<file path="config.mk">
export PLATFORM = sky130hd
export DESIGN_NAME = icache_ctrl_flat
export DESIGN_NICKNAME = d
export VERILOG_FILES = /design/src/rtl/icache_pkg.sv /design/src/rtl/icache_if.sv /design/src/rtl/icache_store.sv /design/src/rtl/icache_ctrl.sv /design/src/flat_wrapper.sv
export SDC_FILE = /design/constraint.sdc
export NUM_CORES = 2
export LEC_CHECK = 0
export BUFFER_PORTS_ARGS = -buffer_cell sky130_fd_sc_hd__buf_2
export CAP_MARGIN = 40
export CELL_PAD_IN_SITES_DETAIL_PLACEMENT = 1
export CELL_PAD_IN_SITES_GLOBAL_PLACEMENT = 2
export CORE_MARGIN = 2
export CORE_UTILIZATION = 51
export DETAILED_ROUTE_END_ITERATION = 16
export PLACE_DENSITY_LB_ADDON = 0.1
export SLEW_MARGIN = 40
export SYNTH_ARGS = -nofsm -noshare
export SYNTH_HDL_FRONTEND = slang
export SYNTH_SLANG_ARGS = --single-unit
</file>
<file path="constraint.sdc">
create_clock -name clk -period 6.5 [get_ports clk]
set_clock_uncertainty 0.15 [all_clocks]
set_input_delay 1.3 -clock clk [delete_from_list [all_inputs] [get_ports clk]]
set_output_delay 1.3 -clock clk [all_outputs]
set_load 0.005 [all_outputs]
</file>
<file path="src/rtl/icache_pkg.sv">
// Shared widths, FSM state type and PC split helper for the direct-mapped instruction cache.
package icache_pkg;

  localparam int unsigned DATA           = 32;
  localparam int unsigned ADDR           = 32;
  localparam int unsigned LINES          = 16;
  localparam int unsigned WORDS_PER_LINE = 4;
  localparam int unsigned MISS_W         = 32;

  localparam int unsigned OFF_W = $clog2(WORDS_PER_LINE);
  localparam int unsigned IDX_W = $clog2(LINES);
  localparam int unsigned TAG_W = ADDR - 2 - OFF_W - IDX_W;

  typedef enum logic [1:0] {
    IDLE,
    REFILL,
    DONE
  } state_t;

  typedef struct packed {
    logic [TAG_W-1:0] tag;
    logic [IDX_W-1:0] idx;
    logic [OFF_W-1:0] off;
  } addr_split_t;

  // Takes the word address (byte address without bits [1:0]).
  function automatic addr_split_t split_addr(input logic [ADDR-3:0] word_addr);
    return addr_split_t'(word_addr);
  endfunction

endpackage

</file>
<file path="src/rtl/icache_if.sv">
// Fetch-side and refill-memory-side signals of the instruction cache.
interface icache_if;
  import icache_pkg::*;

  logic              fetch_en;
  logic [ADDR-1:0]   PC;
  logic              flush;
  logic [DATA-1:0]   instr;
  logic              stall;
  logic              mem_req;
  logic [ADDR-1:0]   mem_addr;
  logic              mem_ready;
  logic [DATA-1:0]   mem_rdata;
  logic [MISS_W-1:0] miss_count;

  modport master (
    output fetch_en, PC, flush, mem_ready, mem_rdata,
    input  instr, stall, mem_req, mem_addr, miss_count
  );

  modport slave (
    input  fetch_en, PC, flush, mem_ready, mem_rdata,
    output instr, stall, mem_req, mem_addr, miss_count
  );

endinterface

</file>
<file path="src/rtl/icache_store.sv">
// Tag/valid/data storage: combinational lookup, single word write port, bulk invalidate.
module icache_store
  import icache_pkg::*;
(
  input  logic             clk,
  input  logic             rst,
  input  logic             clear_all,
  input  logic [IDX_W-1:0] rd_idx,
  input  logic [OFF_W-1:0] rd_off,
  input  logic [TAG_W-1:0] rd_tag,
  output logic             hit_c,
  output logic [DATA-1:0]  rd_data_c,
  input  logic             wr_en,
  input  logic [IDX_W-1:0] wr_idx,
  input  logic [OFF_W-1:0] wr_off,
  input  logic [DATA-1:0]  wr_data,
  input  logic             line_we,
  input  logic [TAG_W-1:0] wr_tag
);

  logic [LINES-1:0] valid_q;
  logic [TAG_W-1:0] tag_mem  [LINES];
  logic [DATA-1:0]  data_mem [LINES][WORDS_PER_LINE];

  always_ff @(posedge clk or posedge rst) begin
    if (rst) begin
      valid_q <= '0;
    end else if (clear_all) begin
      valid_q <= '0;
    end else if (line_we) begin
      valid_q[wr_idx] <= 1'b1;
    end
  end

  // Payload arrays carry no reset; valid bits gate every read.
  always_ff @(posedge clk) begin
    if (wr_en) begin
      data_mem[wr_idx][wr_off] <= wr_data;
    end
    if (line_we) begin
      tag_mem[wr_idx] <= wr_tag;
    end
  end

  assign hit_c     = valid_q[rd_idx] && (tag_mem[rd_idx] == rd_tag);
  assign rd_data_c = valid_q[rd_idx] ? data_mem[rd_idx][rd_off] : '0;

endmodule

</file>
<file path="src/rtl/icache_ctrl.sv">
// Direct-mapped I-cache controller: hit lookup, miss stall, line refill over req/ready, flush, miss counter.
module icache_ctrl
  import icache_pkg::*;
(
  input logic     clk,
  input logic     rst,
  icache_if.slave bus
);

  state_t            state_q, state_d;
  logic [OFF_W-1:0]  cnt_q, cnt_d;
  logic [TAG_W-1:0]  line_tag_q, line_tag_d;
  logic [IDX_W-1:0]  line_idx_q, line_idx_d;
  logic              req_q, req_d;
  logic [ADDR-1:0]   addr_q, addr_d;
  logic              flush_pend_q, flush_pend_d;
  logic [MISS_W-1:0] miss_q, miss_d;
  logic              wr_en, line_we, clear_all;
  logic              hit_c;
  logic [DATA-1:0]   rd_data_c;
  addr_split_t       pc_s;
  logic              unused_pc_bits;

  assign pc_s           = split_addr(bus.PC[ADDR-1:2]);
  assign unused_pc_bits = ^bus.PC[1:0];

  icache_store u_store (
    .clk       (clk),
    .rst       (rst),
    .clear_all (clear_all),
    .rd_idx    (pc_s.idx),
    .rd_off    (pc_s.off),
    .rd_tag    (pc_s.tag),
    .hit_c     (hit_c),
    .rd_data_c (rd_data_c),
    .wr_en     (wr_en),
    .wr_idx    (line_idx_q),
    .wr_off    (cnt_q),
    .wr_data   (bus.mem_rdata),
    .line_we   (line_we),
    .wr_tag    (line_tag_q)
  );

  always_ff @(posedge clk or posedge rst) begin
    if (rst) begin
      state_q      <= IDLE;
      cnt_q        <= '0;
      line_tag_q   <= '0;
      line_idx_q   <= '0;
      req_q        <= 1'b0;
      addr_q       <= '0;
      flush_pend_q <= 1'b0;
      miss_q       <= '0;
    end else begin
      state_q      <= state_d;
      cnt_q        <= cnt_d;
      line_tag_q   <= line_tag_d;
      line_idx_q   <= line_idx_d;
      req_q        <= req_d;
      addr_q       <= addr_d;
      flush_pend_q <= flush_pend_d;
      miss_q       <= miss_d;
    end
  end

  always_comb begin
    state_d      = state_q;
    cnt_d        = cnt_q;
    line_tag_d   = line_tag_q;
    line_idx_d   = line_idx_q;
    req_d        = req_q;
    addr_d       = addr_q;
    flush_pend_d = flush_pend_q;
    miss_d       = miss_q;
    wr_en        = 1'b0;
    line_we      = 1'b0;
    clear_all    = 1'b0;

    unique case (state_q)
      IDLE: begin
        // Flush takes priority over a miss seen in the same cycle.
        if (bus.flush) begin
          clear_all = 1'b1;
        end else if (bus.fetch_en && !hit_c) begin
          state_d    = REFILL;
          cnt_d      = '0;
          line_tag_d = pc_s.tag;
          line_idx_d = pc_s.idx;
          req_d      = 1'b1;
          addr_d     = {pc_s.tag, pc_s.idx, OFF_W'(0), 2'b00};
          if (miss_q != '1) begin
            miss_d = miss_q + MISS_W'(1);
          end
        end
      end
      REFILL: begin
        if (bus.flush) begin
          flush_pend_d = 1'b1;
        end
        if (bus.mem_ready) begin
          wr_en = 1'b1;
          cnt_d = cnt_q + OFF_W'(1);
          if (cnt_q == OFF_W'(WORDS_PER_LINE - 1)) begin
            line_we = 1'b1;
            req_d   = 1'b0;
            state_d = DONE;
          end else begin
            addr_d = addr_q + ADDR'(4);
          end
        end
      end
      DONE: begin
        // Deferred flush lands on the way back to IDLE, wiping the new line too.
        state_d      = IDLE;
        flush_pend_d = 1'b0;
        if (flush_pend_q || bus.flush) begin
          clear_all = 1'b1;
        end
      end
      default: begin
        state_d = IDLE;
      end
    endcase
  end

  assign bus.stall      = bus.fetch_en && ((state_q != IDLE) || !hit_c || bus.flush);
  assign bus.instr      = rd_data_c;
  assign bus.mem_req    = req_q;
  assign bus.mem_addr   = addr_q;
  assign bus.miss_count = miss_q;

endmodule

</file>
<file path="src/flat_wrapper.sv">
// flat-port wrapper written by rule: the top's interface ports become plain ports
module icache_ctrl_flat import icache_pkg::*;
  (clk, rst, bus_fetch_en, bus_PC, bus_flush, bus_mem_ready, bus_mem_rdata, bus_instr, bus_stall, bus_mem_req, bus_mem_addr, bus_miss_count);
  icache_if bus_i ();
  input logic clk;
  input logic rst;
  input wire logic [$bits(bus_i.fetch_en)-1:0] bus_fetch_en;
  input wire logic [$bits(bus_i.PC)-1:0] bus_PC;
  input wire logic [$bits(bus_i.flush)-1:0] bus_flush;
  input wire logic [$bits(bus_i.mem_ready)-1:0] bus_mem_ready;
  input wire logic [$bits(bus_i.mem_rdata)-1:0] bus_mem_rdata;
  output wire logic [$bits(bus_i.instr)-1:0] bus_instr;
  output wire logic [$bits(bus_i.stall)-1:0] bus_stall;
  output wire logic [$bits(bus_i.mem_req)-1:0] bus_mem_req;
  output wire logic [$bits(bus_i.mem_addr)-1:0] bus_mem_addr;
  output wire logic [$bits(bus_i.miss_count)-1:0] bus_miss_count;
  assign bus_i.fetch_en = bus_fetch_en;
  assign bus_i.PC = bus_PC;
  assign bus_i.flush = bus_flush;
  assign bus_i.mem_ready = bus_mem_ready;
  assign bus_i.mem_rdata = bus_mem_rdata;
  assign bus_instr = bus_i.instr;
  assign bus_stall = bus_i.stall;
  assign bus_mem_req = bus_i.mem_req;
  assign bus_mem_addr = bus_i.mem_addr;
  assign bus_miss_count = bus_i.miss_count;
  icache_ctrl u_core (.clk(clk), .rst(rst), .bus(bus_i));
endmodule
</file>
After elaboration in Yosys (flattened, before gate mapping)

Memory sizes are Yosys's and may differ from the RTL's.
Cells that the tools add are included.

Input port bits: 69
Memories: 2
Word-level logic and storage cells: 101
Register bits: 114
Output and inout bits: 98
RAM bits: 2432

Memory list:

| name                    | words | width | read ports | clocked after Yosys merged registers in | wr ports | RTL line           | text |
|---|---|---|---|---|---|---|---|
| u_core.u_store.data_mem | 16    | 128   | 1          | 0                                       | 1        | icache_store.sv:23 | `logic [DATA-1:0] data_mem [LINES][WORDS_PER_LINE];` |
| u_core.u_store.tag_mem  | 16    | 24    | 1          | 0                                       | 1        | icache_store.sv:22 | `logic [TAG_W-1:0] tag_mem [LINES];` |

Add/subtract/negate cells: 3
Bitwise operators: 4
Eq/ne operators: 11
Reductions and logical operators: 21
Magnitude comparators: 6
Muxes and demuxes: 45

Operators by type and width:

| operator                | count |
|---|---|
| $mux W32                | 8 |
| $mux W128               | 1 |
| $bmux W32 S2            | 1 |
| $demux W32 S2           | 1 |
| $pmux W32 S2            | 1 |
| $add A32 B1 Y32 const B | 1 |
| $add A32 B3 Y32 const B | 1 |
| $mux W16                | 2 |
| $ne A32 B32 Y1 const B  | 1 |
| $eq A24 B24 Y1          | 1 |
| $mux W1                 | 17 |
| $or A16 B16 Y16         | 1 |
| $mux W2                 | 7 |
| $reduce_and A4 Y1       | 3 |
| $lt A4 B5 Y1 const B    | 2 |
| $reduce_and A5 Y1       | 2 |
| $ne A2 B2 Y1 const B    | 4 |
| $pmux W2 S2             | 2 |
| $reduce_bool A2 Y1      | 4 |
| $ge A3 B3 Y1 const B    | 2 |
| $not A2 Y3              | 2 |
| $pmux W1 S2             | 3 |
| $logic_and A1 B1 Y1     | 5 |
| $bmux W1 S4             | 1 |
| other kinds (13)        | 17 |

Longest topological paths before layout

Depth after elaboration: 8
Depth in mapped cells: 18
Gate-level depth less buffers: 10

Cells and area by module

A second synthesis with hierarchy kept.

Cells, all modules: 4308
Area total of the unflattened synthesis: 98689.7 sq um

Modules (own cells, without submodules):

| module       | times used | sequential area each (sq um) | area each (sq um) | cells each |
|---|---|---|---|---|
| icache_store | 1          | 73430.4                      | 93918.8           | 3784 |
| icache_ctrl  | 1          | 2402.3                       | 4770.8            | 524 |

Worst setup path after synthesis

OpenSTA, ideal clock, no wires.

Path type: input to output
From: input port bus_PC[4]
To: output port bus_instr[0]
Stages: 11
Required time: 5.050 ns
Data arrival time: 4.278 ns
Buffers on the path: 7
Path slack: 0.772 ns
Cells stage by stage: buf_6 buf_6 buf_6 buf_6 buf_6 buf_6 buf_1 mux4_2 mux4_2 mux4_2 nor2b_1

Longest elaborated chain between the ends: 5
Elaborated cells on any way between the ends: 7
Classes of those cells: 6 x mux; 1 x memory

RTL lines:

| what                                         | RTL line           | text |
|---|---|---|
| start, declared                              | flat_wrapper.sv:8  | `input wire logic [$bits(bus_i.PC)-1:0] bus_PC;` |
| $mem_v2 Z16 W128                             | --                 |  |
| $bmux W32 S2                                 | icache_store.sv:46 | `assign rd_data_c = valid_q[rd_idx] ? data_mem[rd_idx][rd_off] : '0;` |
| $mux W32 (implied by the code) (2 in series) | icache_store.sv:46 |  |
| $mux W32 *                                   | icache_store.sv:46 |  |
| end, declared                                | flat_wrapper.sv:12 | `output wire logic [$bits(bus_i.instr)-1:0] bus_instr;` |

Every way passes the cells marked *; elsewhere a longest branch is shown, timed or not. The select of a mux whose other input is x is not followed.

Final worst setup path

From: input port bus_PC[4]
To: output port bus_stall

Longest elaborated chain between the ends: 7
Elaborated cells on any way between the ends: 9
Classes of those cells: 1 x eq/ne; 2 x mux; 5 x reduce/logical; 1 x memory

RTL lines:

| what                                           | RTL line           | text |
|---|---|---|
| $mem_v2 Z16 W24 or $bmux W1 S4 (tied branches) | --                 |  |
| $eq A24 B24 Y1 or $mux W1 (tied branches)      | icache_store.sv:45 | `assign hit_c = valid_q[rd_idx] && (tag_mem[rd_idx] == rd_tag);` |
| $logic_and A1 B1 Y1 *                          | icache_store.sv:45 |  |
| $logic_not A1 Y1 *                             | icache_ctrl.sv:126 | `assign bus.stall = bus.fetch_en && ((state_q != IDLE) \|\| !hit_c \|\| bus.flush);` |
| $logic_or A1 B1 Y1 * (2 in series)             | icache_ctrl.sv:126 |  |
| $logic_and A1 B1 Y1 *                          | icache_ctrl.sv:126 |  |
| end, declared                                  | flat_wrapper.sv:13 | `output wire logic [$bits(bus_i.stall)-1:0] bus_stall;` |

Marked as above.

==> metrics.cfg <==
[cts]
clockBufferDepth=4
cts_sinks=2544
clkTransAtPathRegs_ns=0.06
postCtsSetupRepairBufs=0
cts-resized-gates=0
htree_levels=5
root_buffer=clkbuf_16
cts_buffers=284
postCtsHoldBufs=0
cts_tree=done
insertion_delay_ns=0.92

[critical_path]
reg2reg_from=u_core.u_store.tag_mem[13][10]
r2r-end=u_core.line_tag_q[21]
endpoint_kind=primary output
crit_type=in -> out
start_kind=input pin
cp.arrival_ns=4.69
crit_start=bus_PC[4]
worstPathMaxFanout=43
worstRegToRegCells=11
r2r_setup_slack_ns=2.28
critPathCapture=bus_stall
worstPathRequired_ns=5.05

[drt]
first_pass_iters=7
antenna_left=0
vias=48300
drc=0
drtIter0Drc=5681
routedWlPerCell_um=36.7
drt_wl_total_um=274000
via_per_inst=6.48

[status]
status=completed

[sta]
max_freq_ghz=0.163
max_slew_margin_pct=39.7
fin_crit_ns=6.14
setup_viol=0
hold_violations=0
setup_tns_ns=0
worstMarginPinSlew_ns=0.905
setup_ws_ns=0.357
timing.final.crit_share_pct=94.5
rsz0062_at_grt=false
slew_violations=0

[logic_synthesis]
syn-cell-area_um2=98800
synth_top_area_cell=edfxtp_1
synth-seq-cells=2544
synth_warnings=0
async_flop_share_pct=4.40
synth_seq_area_share_pct=76.8
netlist_instances=4309
synthTopCellsByCount=edfxtp_1 (2,432), mux4_2 (743), nor2_1 (119), clkbuf_1 (116), dfrtp_1 (112)
synth_cell_type_count=61
synth_top_flop_cell=edfxtp_1
synth_edf_count=2432
synthTopCellsByArea=edfxtp_1 (74%), mux4_2 (17%), dfrtp_1 (2.8%), mux2i_1 (0.57%), mux2_2 (0.51%)
synth_top_area_share_pct=73.9
syn_avg_cell_area_um2=22.9
synth_most_common_cell=edfxtp_1

[finish]
final_util_pct=59.0
fin_nets=4815
design_area_um2=114000
syn_to_final_growth_pct=15.0
fillers=15600
drive_gt1_share_pct=33.1

[floorplanning]
dieArea_um2=197000
core-area_um2=193000
chipHeight_um=444
floorplan.io_pins=167
initial_core_util_pct=51.3
fp-row-count=161
die_x_um=444

[place]
post_dp_cell_area_um2=105000
port_buffers=162
dpl.hpwl_um=161000
globalplace.congestion=0.779
dpl_worst_slack_ns=0.300

[flow_run]
cap_violations=0

[pwr]
p_per_area_nw_per_um2=328
peakVddDrop_mv=0.275
p_leak_nw=36.5

[min_path]
worstHoldPathType=reg -> reg

[grt]
grt_pass1_vias=50000
grt_pass1_wl_um=387000
antenna_found_initial=9
gr-usage-all-layers_pct=28.1
grt_overflow=0
grt_start_max_net_pins=69

==> stage by stage <==
| stage | total power (W) | hold WS (ns) | cells |
|---|---|---|---|
| 6_report | 0.0373 | 0.334 | 7461 |
| 5_1_grt | 0.0383 | 0.349 | 7458 |
| 4_1_cts | 0.0375 | 0.331 | 7454 |
| 3_5_place_dp | 0.0228 | 0.325 | 6979 |
| 3_3_place_gp | 0.0226 | 0.318 | 6957 |
| 2_1_floorplan | 0.0212 | 0.309 | 4310 |
==> registers in the layout (all words and copies together) (netlist names), 2 cells and up <==
register,flops
u_core.bus.mem_addr,30
u_core.state_q,2
u_core.u_store.data_mem,2048
u_core.line_idx_q,4
u_core.u_store.tag_mem,384
u_core.bus.miss_count,32
u_core.u_store.valid_q,16
u_core.cnt_q,2
u_core.line_tag_q,24
==> worst min-delay path by stage <==
stage,from,to,depth (start not counted)
floorplan,u_core.u_store.valid_q[10],u_core.u_store.valid_q[10],1
global placement,u_core.u_store.valid_q[10],u_core.u_store.valid_q[10],1
detailed placement,u_core.u_store.valid_q[12],u_core.u_store.valid_q[12],1
CTS,rst,u_core.bus.miss_count[5],2
global route,u_core.u_store.valid_q[9],u_core.u_store.valid_q[9],1
finish,u_core.bus.miss_count[5],u_core.bus.miss_count[5],1
==> logic make-up after synthesis <==
family	share of synthesized area (%)
and+or+nand+nor	1.94
buffers and inverters	1.24
AOI/OAI and AO/OA	1.47
DFF	76.8
adders and majority gates	0.0760
muxes	18.0
xor gates and xnor gates	0.505
other	0.00380
==> area by class of cell <==
class,instances,area (um^2),area share [%]
inverter,18,70.1,0.0617
clock buffer,357,7580,6.67
antenna,6,15.0,0.0132
clock inverter,118,800,0.704
tap,2526,3160,2.78
timing repair buffer,381,3740,3.29
multi-input combinational,1511,22400,19.7
sequential,2544,75800,66.7
==> layer usage <==
| layer | track usage (%) | vias up | part of all wire [%] |
|---|---|---|---|
| met2 | 44.9 | 1869 | 49 |
| li1 | - | 19200 | - |
| met3 | 4.65 | 422 | 6.7 |
| met5 | 0 | - | 0.0095 |
| met1 | 40.5 | 26800 | 41 |
| met4 | 8.02 | 4 | 3.0 |
==> worst max-delay path, stage by stage <==
cell and delay (ns):
buf_8 0.41, buf_4 0.36, mux4_2 0.54, mux2_2 0.28
nand2_1 0.07, o21ai_0 0.11, xor2_1 0.21, nor4b_1 0.52
and4_2 0.44, a21boi_0 0.15, buf_2 0.19
==> power breakdown <==
group / switching [W] / internal, W / leakage [nW]
Sequential: 0.000574 / 0.0188 / 23.3
Combinational: 0.00190 / 0.00115 / 9.04
Clock: 0.00623 / 0.00859 / 4.13
==> cell usage in the layout, fill, tap and decap left out, drive strengths merged, types with 8 or more instances in the layout <==
cell type,instances
inv,22
o21a,16
mux2i,56
nor2,119
nand3,42
a22oi,23
mux2,45
nor4b,8
nor2b,44
bufinv,10
buf,380
nor3,27
xor2,33
nor4,13
xnor2,24
a21oi,34
dfrtp,112
a221oi,13
o221ai,12
clkbuf,358
mux4,743
a22o,9
and3,15
edfxtp,2432
nand2,75
o21ai,51
clkinv,103
nand4,14
nand2b,9
o22ai,13
Note: power is estimated with default switching activity, not from simulation.
